[config.mk]
export PLATFORM = sky130hd
export DESIGN_NAME = sensor_array_ctl
export DESIGN_NICKNAME = d
export VERILOG_FILES = /design/src/rtl/sensor_array_ctl_pkg.sv /design/src/rtl/sensor_array_ctl_ch_sel.sv /design/src/rtl/sensor_array_ctl.sv
export SDC_FILE = /design/constraint.sdc
export NUM_CORES = 1
export LEC_CHECK = 0
export CAP_MARGIN = 40
export CORE_ASPECT_RATIO = 0.5
export CORE_UTILIZATION = 38
export CTS_BUF_LIST = sky130_fd_sc_hd__clkbuf_8
export DETAILED_ROUTE_END_ITERATION = 16
export GPL_ROUTABILITY_DRIVEN = 0
export PLACE_DENSITY = 0.89
export SYNTH_ARGS = -nofsm -noshare
export SYNTH_HDL_FRONTEND = slang
export SYNTH_HIERARCHICAL = 1
export SYNTH_SLANG_ARGS = --single-unit
[constraint.sdc]
create_clock -name clk -period 3.45 [get_ports clk]
set_input_delay 0.5175 -clock clk [delete_from_list [all_inputs] [get_ports clk]]
set_output_delay 0.5175 -clock clk [all_outputs]
set_load 0.02 [all_outputs]
[src/rtl/sensor_array_ctl_pkg.sv]
// Shared types and field positions for the multi-channel sensor controller:
// FSM state encoding, command/result word layout and a result packing helper.
package sensor_array_ctl_pkg;

    typedef enum logic [2:0] {
        ST_IDLE  = 3'd0,
        ST_FETCH = 3'd1,
        ST_LATCH = 3'd2,
        ST_SCAN  = 3'd3,
        ST_REQ   = 3'd4,
        ST_WAIT  = 3'd5,
        ST_PUSH  = 3'd6,
        ST_DONE  = 3'd7
    } state_t;

    localparam int CMD_CONT_BIT = 30;
    localparam int RES_ERR_BIT  = 31;
    localparam int RES_IDX_LSB  = 24;
    localparam int RES_IDX_W    = 7;
    localparam int RES_MEAS_W   = 24;

    function automatic logic [31:0] pack_result(input logic err,
                                                input logic [RES_IDX_W-1:0] idx,
                                                input logic [RES_MEAS_W-1:0] meas);
        return {err, idx, meas};
    endfunction

endpackage

[src/rtl/sensor_array_ctl_ch_sel.sv]
// Channel selector: combinational pick of the lowest set mask bit at or above
// the current index, plus the registered channel index itself.
module sensor_array_ctl_ch_sel #(
    parameter int CH = 4,
    parameter int IW = 2
) (
    input  logic          clk,
    input  logic          rst,
    input  logic [CH-1:0] mask,
    input  logic          clr,
    input  logic          load,
    output logic [IW-1:0] idx,
    output logic [IW-1:0] pick,
    output logic          found
);

    // Walking downwards lets the lowest qualifying bit win.
    always_comb begin
        found = 1'b0;
        pick  = '0;
        for (int i = CH - 1; i >= 0; i--) begin
            if (mask[i] && (IW'(i) >= idx)) begin
                found = 1'b1;
                pick  = IW'(i);
            end
        end
    end

    always_ff @(posedge clk) begin
        if (rst || clr) begin
            idx <= '0;
        end else if (load) begin
            idx <= pick;
        end
    end

endmodule

[src/rtl/sensor_array_ctl.sv]
// Pops channel-mask commands, triggers sensors one at a time in ascending order
// and pushes one tagged result per channel. SENSOR_TIMEOUT_EN adds a WAIT timeout.
module sensor_array_ctl
    import sensor_array_ctl_pkg::*;
#(
    parameter int CH      = 4,
    parameter int DW      = 32,
    parameter int SW      = 32,
    parameter int TIMEOUT = 2**22
) (
    input  logic             clk,
    input  logic             rst,
    input  logic [DW-1:0]    cmd_data,
    input  logic             cmd_empty,
    output logic             cmd_rd_en,
    output logic [DW-1:0]    res_data,
    input  logic             res_full,
    output logic             res_wr_en,
    output logic [CH-1:0]    sns_req,
    input  logic [CH-1:0]    sns_busy,
    input  logic [CH-1:0]    sns_finish,
    input  logic [CH*SW-1:0] sns_data,
    output logic             busy,
    output state_t           state_dbg
);

    // Handshakes: cmd_rd_en pops one word whose data is valid the next cycle;
    // res_wr_en pushes res_data only while res_full is low; sns_req is a
    // single-cycle one-hot pulse answered by sns_finish with sns_busy low.

    localparam int IW = (CH > 1) ? $clog2(CH) : 1;

    state_t          state_q, state_d;
    logic [CH-1:0]   mask_q, saved_q;
    logic            cont_q;
    logic [DW-1:0]   res_q;
    logic [IW-1:0]   idx, pick;
    logic            found, sel_clr, sel_load;
    logic [SW-1:0]   meas_raw;
    logic [SW+23:0]  meas_ext;
    logic            finish_hit, timeout_hit;
    logic            unused_bits;

    sensor_array_ctl_ch_sel #(.CH(CH), .IW(IW)) u_ch_sel (
        .clk   (clk),
        .rst   (rst),
        .mask  (mask_q),
        .clr   (sel_clr),
        .load  (sel_load),
        .idx   (idx),
        .pick  (pick),
        .found (found)
    );

    assign meas_raw   = sns_data[int'(idx)*SW +: SW];
    assign meas_ext   = {24'b0, meas_raw};
    assign finish_hit = sns_finish[idx] && !sns_busy[idx];

`ifdef SENSOR_TIMEOUT_EN
    localparam int TW = $clog2(TIMEOUT + 1);
    logic [TW-1:0] tmo_cnt;

    // Counter is zeroed in REQ so the timeout fires TIMEOUT cycles after it.
    always_ff @(posedge clk) begin
        if (rst || state_q == ST_REQ) begin
            tmo_cnt <= '0;
        end else if (state_q == ST_WAIT) begin
            tmo_cnt <= tmo_cnt + TW'(1);
        end
    end

    assign timeout_hit = (state_q == ST_WAIT) && (tmo_cnt == TW'(TIMEOUT - 1));
`else
    assign timeout_hit = 1'b0;
`endif

    always_comb begin
        state_d   = state_q;
        cmd_rd_en = 1'b0;
        res_wr_en = 1'b0;
        sns_req   = '0;
        sel_clr   = 1'b0;
        sel_load  = 1'b0;
        case (state_q)
            ST_IDLE:  if (!cmd_empty) state_d = ST_FETCH;
            ST_FETCH: begin
                cmd_rd_en = 1'b1;
                state_d   = ST_LATCH;
            end
            ST_LATCH: begin
                sel_clr = 1'b1;
                state_d = ST_SCAN;
            end
            ST_SCAN: begin
                if (found) begin
                    sel_load = 1'b1;
                    state_d  = ST_REQ;
                end else begin
                    state_d = ST_DONE;
                end
            end
            ST_REQ: begin
                sns_req = CH'(1) << idx;
                state_d = ST_WAIT;
            end
            ST_WAIT:  if (finish_hit || timeout_hit) state_d = ST_PUSH;
            ST_PUSH: begin
                if (!res_full) begin
                    res_wr_en = 1'b1;
                    state_d   = ST_SCAN;
                end
            end
            ST_DONE: begin
                if (cont_q && cmd_empty) begin
                    sel_clr = 1'b1;
                    state_d = ST_SCAN;
                end else begin
                    state_d = ST_IDLE;
                end
            end
            default:  state_d = ST_IDLE;
        endcase
    end

    always_ff @(posedge clk) begin
        if (rst) begin
            state_q <= ST_IDLE;
            mask_q  <= '0;
            saved_q <= '0;
            cont_q  <= 1'b0;
            res_q   <= '0;
        end else begin
            state_q <= state_d;
            case (state_q)
                ST_LATCH: begin
                    mask_q  <= cmd_data[CH-1:0];
                    saved_q <= cmd_data[CH-1:0];
                    // An empty mask never loops, whatever the continuous bit says.
                    cont_q  <= cmd_data[CMD_CONT_BIT] && (|cmd_data[CH-1:0]);
                end
                ST_WAIT: begin
                    if (finish_hit) begin
                        res_q <= DW'(pack_result(1'b0, RES_IDX_W'(idx), meas_ext[RES_MEAS_W-1:0]));
                    end else if (timeout_hit) begin
                        res_q <= DW'(pack_result(1'b1, RES_IDX_W'(idx), '0));
                    end
                end
                ST_PUSH: if (!res_full) mask_q[idx] <= 1'b0;
                ST_DONE: if (cont_q && cmd_empty) mask_q <= saved_q;
                default: ;
            endcase
        end
    end

    assign res_data  = res_q;
    assign busy      = (state_q != ST_IDLE);
    assign state_dbg = state_q;

    assign unused_bits = ^{cmd_data[DW-1:RES_ERR_BIT], cmd_data[CMD_CONT_BIT-1:CH],
                           meas_ext[SW+23:RES_MEAS_W], TIMEOUT};

endmodule
==> metrics.md <==
| Metric | Value |
|---|---|
| Status | finished clean |
| Max Cap Violations | 0 |
| Hold buffer count at CTS | 0 |
| CTS sink cnt | 40 |
| CTS tree | done |
| Peak supply drop | 0.1483 mV |
| Final period utilization | 74.58% |
| Final setup vio count | 0 |
| Routed Antenna Nets | 0 |
| Antenna diode count | 0 |
| CTS clock-pin slew for the worst setup and hold paths | 80 ps |
| Crit path kind | flop to output port |
| Die Wd | 123.9 um |
| Post-DP HPWL | 6194 um |
| Largest net degree at the start of global routing | 28 |
| Routed len/inst | 15.85 um |
| Worst-path fanout max | 16 |
| Req. time, crit path | 2930 ps |
| Layout cells sized above 1 | 26.02% |
| Post-synthesis cell type count | 50 |
| #FFs+latches synth | 40 |
| DRC Markers | 0 |
| Most used DFF post-synth | dfxtp_1 |
| DRT iter0 DRCs | 209 |
| Non-filler cells in the finished layout | 507 |
| Die ar. | 7805 um2 |
| Setup TNS | 0 ps |
| Initial Utilization | 40.73% |
| Port Buffers | 148 |
| Crit. End Element | output port |
| Cell Area, Synth | 2825 um2 |
| GRT Total Usage | 22.00% |
| Routed wire length | 8034 um |
| Clock Tree Buf Depth | 2 |
| Critical Path AT | 2060 ps |
| Final Critical Period | 2573 ps |
| Global-route wire length before repair | 13410 um |
| Clk_lat worst skew | 290 ps |
| Vias | 2735 |
| PostCTS Resize Cnt | 0 |
| RSZ-0062 raised after global routing | false |
| Final-stage net count | 587 |
| HP Class | flop to flop |
| Placed Cells | 500 |
| H-Tree Depth | 2 |
| Slew @ Worst Pin | 771.4 ps |
| Register area share after synthesis | 28.34% |
| Final Max Tran Viols | 0 |
| CP Launch Type | flop |
| DR pass1 iterations | 4 |
| Yosys warnings | 6 |
| Layout area overhead | 54.83% |
| Core footprint | 6937 um2 |
| Filler instances | 609 |
| Initial antenna violation count | 0 |
| Layout Skew | 3.708 ps |
| Pwr/cell area | 258.0 nW/um2 |
| Root Driver | clkbuf_8 |
| P_leak | 0.001405 uW |
| Vias in the first global route | 2726 |
| Slew HR | 48.51% |
| Post-CTS setup repair buffer count | 0 |
| Total CTS buffers | 5 |
| Total I/O pin count | 214 |
| Peak Freq | 388.7 MHz |
| Final hold vios | 0 |
| Mapped Cells | 279 |
| Overflow left after global routing | 0 |
| Syn avg cell area | 10.13 um2 |
| EDFF count, synth | 0 |
| Row count | 21 |
| Post-synth ARST share | 0% |
| Vias per inst | 5.394 |
| Die height | 62.97 um |
## cell type report
class	count	area, um2	share of cell area [%]
Multi-Input combinational cell	208	1828	41.79
Timing Repair Buffer	156	1536	35.13
Sequential cell	40	802.0	18.34
Tap cell	92	115.1	2.632
Clock buffer	5	68.82	1.573
Inverter	4	15.01	0.3432
Clock inverter	2	8.758	0.2002
## report_power, final
group	switching, uW	internal, uW
logic	129	195
registers	32.3	477
clock network	161	135
## sequential cells by signal, indices dropped and copies added, names as in the netlist
register      cells
u_ch_sel/idx      2
mask_q            4
cont_q            1
saved_q           4
res_data         26
state_dbg         3
## per-layer routing
metal / up-vias / wire length [um] / track usage, %
met5: - / 0 / 0
met4: 0 / 145 / 7.292
met3: 14 / 388 / 4.288
met2: 94 / 3996 / 35.97
met1: 1312 / 3503 / 28.94
li1: 1315 / - / -
## synthesized netlist by cell type, drive strengths merged, types with 6 or more instances
master  number  share of area [%]
clkbuf      13                1.7
nor2        20                2.7
dfxtp       40                 28
nor3         6                1.1
buf         19                5.4
nand2       10                1.3
a21oi       37                9.2
nand3       31                9.0
mux4        24                 19
o21ai       33                8.5
## worst max-delay path, cell delays in order (launching register included)
cell and delay (ps):
dfxtp_1 600, nand2_1 330, nor3_1 210, clkdlybuf4s50_1 630
## path summary, 6_finish.rpt
path | start | endpoint | slack [ps] | depth (start not counted)
setup / recovery | state_dbg[2] | res_wr_en | 880 | 3
hold / removal | res_data[15] | res_data[15] | 470 | 2
setup reg to reg | u_ch_sel/idx[0] | state_dbg[0] | 1350 | 5
hold reg to reg | res_data[15] | res_data[15] | 470 | 2
## logic make-up after synthesis
group           synth area share [%]
buf+inv                        7.706
compound gates                 22.50
mux                            20.55
flops                          28.34
simple gates                   20.77
other cells                   0.1327
## cell usage in the layout, fill, tap and decap left out, types with 10 or more instances in the layout
| master | synthesis | routed |
|---|---|---|
| dfxtp_1 | 40 | 39 |
| nand3_1 | 11 | 11 |
| clkdlybuf4s50_1 | 0 | 147 |
| mux4_2 | 24 | 24 |
| nand3_2 | 20 | 20 |
| nand2_1 | 10 | 10 |
| o21ai_2 | 20 | 20 |
| a21oi_2 | 20 | 20 |
| nor2_1 | 20 | 19 |
| a21oi_1 | 17 | 17 |
## metrics by stage
stage               utilization (%)  worst slack [ps]  hold WS [ps]  area [um2]  power (uW)
finish                        63.06             877.0         466.7        4374        1129
global placement              61.94              1130         451.7        4297       836.5
floorplan                         -              1294         463.0        2844       675.8
global route                  63.06             659.1         472.0        4374        1194
detailed placement            61.94              1106         456.0        4297       843.1
CTS                           63.06             863.5         467.0        4374        1137
No activity file was read; power rests on OpenSTA's default activity.
